===== config.mk =====
export PLATFORM = sky130hd
export DESIGN_NAME = board_ctrl
export DESIGN_NICKNAME = d
export VERILOG_FILES = /design/src/rtl/board_ctrl.sv
export SDC_FILE = /design/constraint.sdc
export NUM_CORES = 1
export LEC_CHECK = 0
export ABC_AREA = 1
export CORE_MARGIN = 10
export CORE_UTILIZATION = 57
export CTS_BUF_LIST = sky130_fd_sc_hd__clkbuf_4 sky130_fd_sc_hd__clkbuf_8
export DETAILED_ROUTE_END_ITERATION = 10
export PLACE_DENSITY = 0.88
export SLEW_MARGIN = 20
export SYNTH_ARGS = -nofsm -noshare
export SYNTH_HDL_FRONTEND = slang
export SYNTH_SLANG_ARGS = --single-unit

===== constraint.sdc =====
create_clock -name clk -period 2.2 [get_ports clk]
set_clock_uncertainty 0.05 [all_clocks]
set_input_delay 0.66 -clock clk [delete_from_list [all_inputs] [get_ports clk]]
set_output_delay 0.66 -clock clk [all_outputs]
set_load 0.05 [all_outputs]

===== src/rtl/board_ctrl.sv =====
`default_nettype none
// ============================================================================
//  Module      : board_ctrl
//  Description : Tic-tac-toe board stage. Owns the 3x3 board and the turn
//                flag, takes moves from the shared move bus (square index,
//                submit strobe, game reset), validates and records them, and
//                reports win/tie.
//  Ports       : clk, rst           clock, synchronous active-high reset
//                update_loc_i [3:0] square 0..8, row-major, 0 = top-left
//                submit_i           move strobe, rising edge counts
//                reset_i            game reset (level, synchronous)
//                turn_o             0 = player to move, 1 = AI to move
//                board_p_o [8:0]    player marks, bit i = square i
//                board_a_o [8:0]    AI marks, bit i = square i
//                move_count_o [3:0] accepted moves this game (0..9)
//                move_err_o         high ERR_HOLD cycles after a rejection
//                game_over_o        high while the game is finished
//                winner_o [1:0]     00 none, 01 player, 10 AI, 11 tie
//  Revision    : 1.0  initial release
// ============================================================================
module board_ctrl #(
  parameter logic        FIRST_TURN = 1'b0,
  parameter int unsigned ERR_HOLD   = 1
) (
  input  logic       clk,
  input  logic       rst,
  input  logic [3:0] update_loc_i,
  input  logic       submit_i,
  input  logic       reset_i,
  output logic       turn_o,
  output logic [8:0] board_p_o,
  output logic [8:0] board_a_o,
  output logic [3:0] move_count_o,
  output logic       move_err_o,
  output logic       game_over_o,
  output logic [1:0] winner_o
);

  localparam logic [2:0] c_ERR_HOLD = 3'(ERR_HOLD);

  typedef enum logic [1:0] {
    S_WAIT  = 2'd0,
    S_CHECK = 2'd1,
    S_OVER  = 2'd2
  } state_t;

  state_t     state_q, state_d;
  logic [8:0] board_p_q, board_p_d;
  logic [8:0] board_a_q, board_a_d;
  logic [3:0] count_q, count_d;
  logic       turn_q, turn_d;
  logic [2:0] err_q, err_d;
  logic [1:0] winner_q, winner_d;
  logic       sub_q, sub_d;

  logic       w_sub_rise;
  logic [8:0] w_onehot;
  logic       w_legal;
  logic [8:0] w_plane;

  function automatic logic f_has_line(input logic [8:0] b);
    return (b[0] & b[1] & b[2]) | (b[3] & b[4] & b[5]) | (b[6] & b[7] & b[8]) |
           (b[0] & b[3] & b[6]) | (b[1] & b[4] & b[7]) | (b[2] & b[5] & b[8]) |
           (b[0] & b[4] & b[8]) | (b[2] & b[4] & b[6]);
  endfunction

  assign w_sub_rise = submit_i & ~sub_q;
  // Shifting past bit 8 yields zero, so out-of-range squares never alias a real one.
  assign w_onehot   = 9'd1 << update_loc_i;
  assign w_legal    = (update_loc_i <= 4'd8) && (((board_p_q | board_a_q) & w_onehot) == 9'd0);
  // The mover's plane: turn has not toggled yet while in S_CHECK.
  assign w_plane    = turn_q ? board_a_q : board_p_q;

  always_comb begin
    state_d   = state_q;
    board_p_d = board_p_q;
    board_a_d = board_a_q;
    count_d   = count_q;
    turn_d    = turn_q;
    winner_d  = winner_q;
    sub_d     = submit_i;
    err_d     = (err_q != 3'd0) ? err_q - 3'd1 : 3'd0;

    if (reset_i) begin
      state_d   = S_WAIT;
      board_p_d = 9'd0;
      board_a_d = 9'd0;
      count_d   = 4'd0;
      turn_d    = FIRST_TURN;
      winner_d  = 2'b00;
      sub_d     = 1'b0;
      err_d     = 3'd0;
    end else begin
      unique case (state_q)
        S_WAIT: begin
          if (w_sub_rise) begin
            if (w_legal) begin
              if (turn_q) board_a_d = board_a_q | w_onehot;
              else        board_p_d = board_p_q | w_onehot;
              count_d = count_q + 4'd1;
              state_d = S_CHECK;
            end else begin
              err_d = c_ERR_HOLD;
            end
          end
        end
        S_CHECK: begin
          if (f_has_line(w_plane)) begin
            winner_d = turn_q ? 2'b10 : 2'b01;
            state_d  = S_OVER;
          end else if (count_q == 4'd9) begin
            winner_d = 2'b11;
            state_d  = S_OVER;
          end else begin
            turn_d  = ~turn_q;
            state_d = S_WAIT;
          end
        end
        S_OVER: begin
          state_d = S_OVER;
        end
        default: begin
          state_d = S_WAIT;
        end
      endcase
    end
  end

  always_ff @(posedge clk) begin
    if (rst) begin
      state_q   <= S_WAIT;
      board_p_q <= 9'd0;
      board_a_q <= 9'd0;
      count_q   <= 4'd0;
      turn_q    <= FIRST_TURN;
      winner_q  <= 2'b00;
      sub_q     <= 1'b0;
      err_q     <= 3'd0;
    end else begin
      state_q   <= state_d;
      board_p_q <= board_p_d;
      board_a_q <= board_a_d;
      count_q   <= count_d;
      turn_q    <= turn_d;
      winner_q  <= winner_d;
      sub_q     <= sub_d;
      err_q     <= err_d;
    end
  end

  assign turn_o       = turn_q;
  assign board_p_o    = board_p_q;
  assign board_a_o    = board_a_q;
  assign move_count_o = count_q;
  assign move_err_o   = (err_q != 3'd0);
  assign game_over_o  = (state_q == S_OVER);
  assign winner_o     = winner_q;

endmodule
`default_nettype wire


=== Word level (Yosys, flattened, before mapping) ===
Index checks and enable logic that the tools add are counted.

* Input port bits: 8
* Bits in registers: 31
* Word-level logic and storage cells: 74

* Reduce and logical (&&, ||, !) cells: 12
* Shift operators: 1
* Order comparisons: 1
* Bitwise gates (word level): 32
* Add/sub/neg operators: 2
* Muxes and demuxes: 13
* Equality and inequality tests: 5

{| class="wikitable"
|+ Operators by type and width
! operator !! count
|-
| 9-bit OR || 3
|-
| 1-bit bitwise AND || 17
|-
| 2-bit two-way mux || 7
|-
| 3-bit two-way mux || 4
|-
| 9-bit bitwise AND || 1
|-
| 9-bit zero test || 1
|-
| 9-bit two-way mux || 1
|-
| 1-bit by 4-bit left shift with 9-bit output, first input constant || 1
|-
| 4-bit AND reduction || 2
|-
| 1-bit OR || 7
|-
| 2-bit case mux with 3 select lines || 1
|-
| 3-bit AND reduction || 2
|-
| 4-bit by 1-bit adder with 4-bit output, second input constant || 1
|-
| 4-bit == test, second input constant || 1
|-
| 4-bit less-or-equal comparator, second input constant || 1
|-
| 2-bit != test, second input constant || 2
|-
| 1-bit inverter || 4
|-
| 2-bit AND reduction || 2
|-
| 3-bit nonzero test || 1
|-
| 3-bit by 1-bit subtractor with 3-bit output, second input constant || 1
|-
| 2-bit by 1-bit == test with 1-bit output, second input constant || 1
|-
| 2-bit == test, second input constant || 1
|-
| 2-bit zero test || 1
|-
| 2-bit nonzero test || 1
|-
| other kinds (2) || 2
|}

=== Longest topological paths before layout ===
* Word-level depth: 12
* Depth in mapped cells: 13
* Mapped depth without buffers: 12

=== Worst setup path before layout ===
No wires, ideal clock.

* Kind: reg2reg
* Start: register turn_q (netlist: turn_o)
* End: register state_q[1]
* Stages on the path, launching flop included: 13
* Setup slack: 0.408 ns
* Required time: 2.022 ns
* Library setup time: 0.128 ns
* Data arrival time: 1.614 ns
* Path buffers: 1
* Path through: dfxtp_1 -> buf_6 -> inv_2 -> nand2_1 -> nand2_1 -> nand2_1 -> nand2_1 -> nand2_1 -> nand2_1 -> nor2_4 -> nand2_1 -> a21oi_1 -> nor2_1

* Longest elaborated chain between the ends: 12
* Elaborated cells on any way between the ends: 26
* Classes of those cells: mux: 3; bitwise: 23

{| class="wikitable"
|+ Ends and longest elaborated chain
! what !! RTL line !! text
|-
| from (decl) || 51 || <nowiki>logic turn_q, turn_d;</nowiki>
|-
| from (signal assigned) || 144 || <nowiki>turn_q <= turn_d;</nowiki>
|-
| 9-bit two-way mux (*) || 72 || <nowiki>assign w_plane = turn_q ? board_a_q : board_p_q;</nowiki>
|-
| 1-bit bitwise AND (2 in a row) || 62 || <nowiki>return (b[0] & b[1] & b[2]) | (b[3] & b[4] & b[5]) | (b[6] & b[7] & b[8]) |</nowiki>
|-
| 1-bit OR (3 in a row) || 62 ||
|-
| 1-bit OR (3 in a row) || 63 || <nowiki>(b[0] & b[3] & b[6]) | (b[1] & b[4] & b[7]) | (b[2] & b[5] & b[8]) |</nowiki>
|-
| 1-bit OR (*) || 64 || <nowiki>(b[0] & b[4] & b[8]) | (b[2] & b[4] & b[6]);</nowiki>
|-
| 2-bit two-way mux (*) || 108 || <nowiki>if (f_has_line(w_plane)) begin</nowiki>
|-
| 2-bit case mux with 3 select lines (*) || 94 || <nowiki>unique case (state_q)</nowiki>
|-
| to (signal assigned) || 140 || <nowiki>state_q <= state_d;</nowiki>
|-
| to (decl) || 47 || <nowiki>state_t state_q, state_d;</nowiki>
|}

Every way passes the cells marked *; elsewhere a longest branch is shown, timed or not.
A chain may end at the register's enable or synchronous reset.

=== Final worst setup path ===
* Start: input port update_loc_i[0]
* End: register board_a_q[8] (netlist: board_a_o[8])

* Longest elaborated chain between the ends: 5
* Elaborated cells on any way between the ends: 7
* Classes of those cells: order compare: 1; shift: 1; bitwise: 2; reduce/logical: 3

{| class="wikitable"
|+ Ends and longest elaborated chain
! what !! RTL line !! text
|-
| from (decl) || 27 || <nowiki>input logic [3:0] update_loc_i,</nowiki>
|-
| 1-bit by 4-bit left shift with 9-bit output || 69 || <nowiki>assign w_onehot = 9'd1 << update_loc_i;</nowiki>
|-
| 9-bit bitwise AND || 70 || <nowiki>assign w_legal = (update_loc_i <= 4'd8) && (((board_p_q | board_a_q) & w_onehot) == 9'd0);</nowiki>
|-
| 9-bit zero test || 70 ||
|-
| 1-bit logical AND || 70 ||
|-
| 4-bit AND reduction (no source line) || n/a ||
|-
| to (signal assigned) || 142 || <nowiki>board_a_q <= board_a_d;</nowiki>
|-
| to (decl) || 49 || <nowiki>logic [8:0] board_a_q, board_a_d;</nowiki>
|}

Several ways; a longest one is shown, not always the timed one.

==> metrics.md <==
| Metric | Value |
|---|---|
| Leakage power | 1.028 nW |
| Routed vias/inst | 5.249 |
| Syn avg cell area | 6.599 um^2 |
| Cells after synthesis | 255 |
| Post-Synthesis Cell Area | 0.001683 mm^2 |
| Post-synth top area cell | dfxtp_1 |
| Initial DRC count | 242 |
| Area delta synth->final | 28.85% |
| First-pass GRT wire length | 7.031 mm |
| IO buf count | 34 |
| # H-tree levels | 2 |
| Post-detail-place hpwl | 3.163 mm |
| VDD IR max | 809.1 uV |
| Post-cts gate resize count | 0 |
| Worst path required time | 2.42 ns |
| All-Layer GR Usage | 16.05% |
| Clk_lat worst skew | 0.34 ns |
| Setup TNS | 0 ns |
| Fmax | 492.5 MHz |
| Reg2Reg Setup Slack | 0.50 ns |
| Seq/Total Area, Yosys | 36.88% |
| Grt ovf | 0 |
| Initial Util | 60.50% |
| Startpoint types | input pin |
| Total CTS buffers | 5 |
| Share of flip-flops with an asynchronous set or reset | 0% |
| Worst setup EP type | register |
| Final wirelength | 4.300 mm |
| Chip width | 74.34 um |
| Root buf cell | clkbuf_4 |
| Share of cells above drive strength 1 | 21.52% |
| Primary FF master, synth | dfxtp_1 |
| Vias in the first global route | 1596 |
| # setup viols final | 0 |
| Hold buffers post-CTS | 0 |
| Yosys warns | 0 |
| Final Cycle Share | 92.29% |
| Clock-pin slew on the worst setup and hold paths | 0.10 ns |
| Dominant cell by count in the synthesized netlist | nand2_1 |
| Postcts setup bufs | 0 |
| Commonest cells post-synth | 63 x nand2_1, 34 x inv_1, 31 x dfxtp_1, 30 x nor2_1, 25 x a21oi_1 |
| Chip Height | 74.34 um |
| CTS Buffer Depth | 2 |
| GPL Wtd Cong | 0.9029 |
| Pre-Repair DR Iteration Count | 4 |
| Pwr Density | 540.7 mW/mm^2 |
| Hold WS | 0.4415 ns |
| Die area | 0.005526 mm^2 |
| Rel. slew slack | 73.83% |
| Share of the core filled with cells | 77.96% |
| Post-Place Cells | 325 |
| Fillers | 215 |
| DR vias | 1748 |
| Pwr Total | 1.172 mW |
| Final Critical Period | 2.030 ns |
| Largest net degree at the start of global routing | 25 |
| Post-synth EDFFs | 0 |
| Row Count | 19 |
| Status | finished, final reports clean |
| Number of remaining DRC errors | 0 |
| Post-Syn Nets | 267 |
| Top cells by area, synth | dfxtp_1 37%, nand2_1 14%, inv_1 7.6%, a21oi_1 7.4%, nand4_1 7.1% |
| WL/cell | 12.91 um |
| Post-layout nets | 313 |
| Yosys reg bits | 31 |
| Max Cap Viol | 0 |
| Synth top area share | 36.88% |
| CP max FO | 6 |
| Antenna diodes | 0 |
| Finished Cell Area | 0.002168 mm^2 |
| Slew Viols, Final | 0 |
| Hold Crit Class | reg2reg |
| Post-route insts no fill | 333 |
| Final Hold Vio Count | 0 |
| Worst slack after detailed placement | -0.1483 ns |
| Initial antenna violation count | 0 |
| Worst-Margin Slew | 0.3884 ns |
| Final ANT Viol Nets | 0 |
| WS Path Type | in2reg |
| Top-level I/O count | 35 |
| Worst EP arrival | 2.25 ns |
| Cell variety after synth | 22 |
| Clk sinks | 31 |
| DP Area | 0.002077 mm^2 |
| Setup WS post-layout | 0.1695 ns |
| Core area | 0.002781 mm^2 |
| CTS tree | done |
## worst max-delay path, cell delays in order
cell	delay, ns
clkdlybuf4s50_1	0.51
nand2_1	0.16
inv_1	0.05
nand3_1	0.07
nand2_1	0.05
nor2_1	0.09
nand2_1	0.10
nor2_4	0.16
buf_4	0.17
nand4_1	0.08
a21oi_1	0.15
## placed cells by master (no fill, tap or decap), types with 4 or more instances in the layout
| cell | count |
|---|---|
| nand2_1 | 63 |
| buf_4 | 39 |
| inv_1 | 34 |
| dfxtp_1 | 31 |
| nor2_1 | 30 |
| a21oi_1 | 25 |
| nand4_1 | 19 |
| nand3_1 | 11 |
| clkdlybuf4s50_1 | 7 |
| inv_2 | 6 |
| o21ai_0 | 6 |
| clkbuf_4 | 5 |
| nand2_2 | 4 |
| ha_1 | 4 |
## logic make-up (layout without fill, tap and decap cells)
group / after synthesis / after routing / share of synthesized area, %
compound gates: 34 / 34 / 10.11
xor+xnor: 2 / 2 / 1.041
fa+ha+maj: 4 / 4 / 2.974
buf+inv: 51 / 98 / 13.16
flops: 31 / 31 / 36.88
simple gates: 133 / 133 / 35.84
## power breakdown
part	switching [mW]	internal, mW
Sequential	0.00446	0.565
Combinational	0.0784	0.0511
Clock	0.205	0.268
Total	0.288	0.885
## sequential cells by signal, summed over array words and instances, names as in the netlist
name,count
winner_o,2
board_a_o,9
move_count_o,4
board_p_o,9
err_q,3
state_q,2
sub_q,1
turn_o,1
## layout make-up
cell class                      instances  area [um^2]  area share, %
Clock buffer                            6        51.30          2.366
Clock inverter                          2        35.03          1.616
Inverter                               41        153.9          7.098
Multi-Input combinational cell        173        845.8          39.01
Sequential cell                        31        620.6          28.62
Tap cell                               31        38.79          1.789
Timing Repair Buffer                   49        422.9          19.50
## layer usage
layer  part of all wire (%)  vias up  global-route usage [%]
met5                      0        -                       0
met4                    1.2        0                   5.285
met3                    8.3        6                   5.186
met2                     46       66                   26.70
met1                     45      776                   19.11
li1                       -      900                       -
## path summary, 6_finish.rpt
| kind | start | to | cells past startpoint |
|---|---|---|---|
| worst max-delay path | update_loc_i[0] | board_a_o[8] | 11 |
| worst min-delay path | board_a_o[4] | board_a_o[4] | 2 |
| worst max register to register | turn_o | state_q[1] | 11 |
| worst min register to register | board_a_o[4] | board_a_o[4] | 2 |
Note: power is estimated with default switching activity, not from simulation.
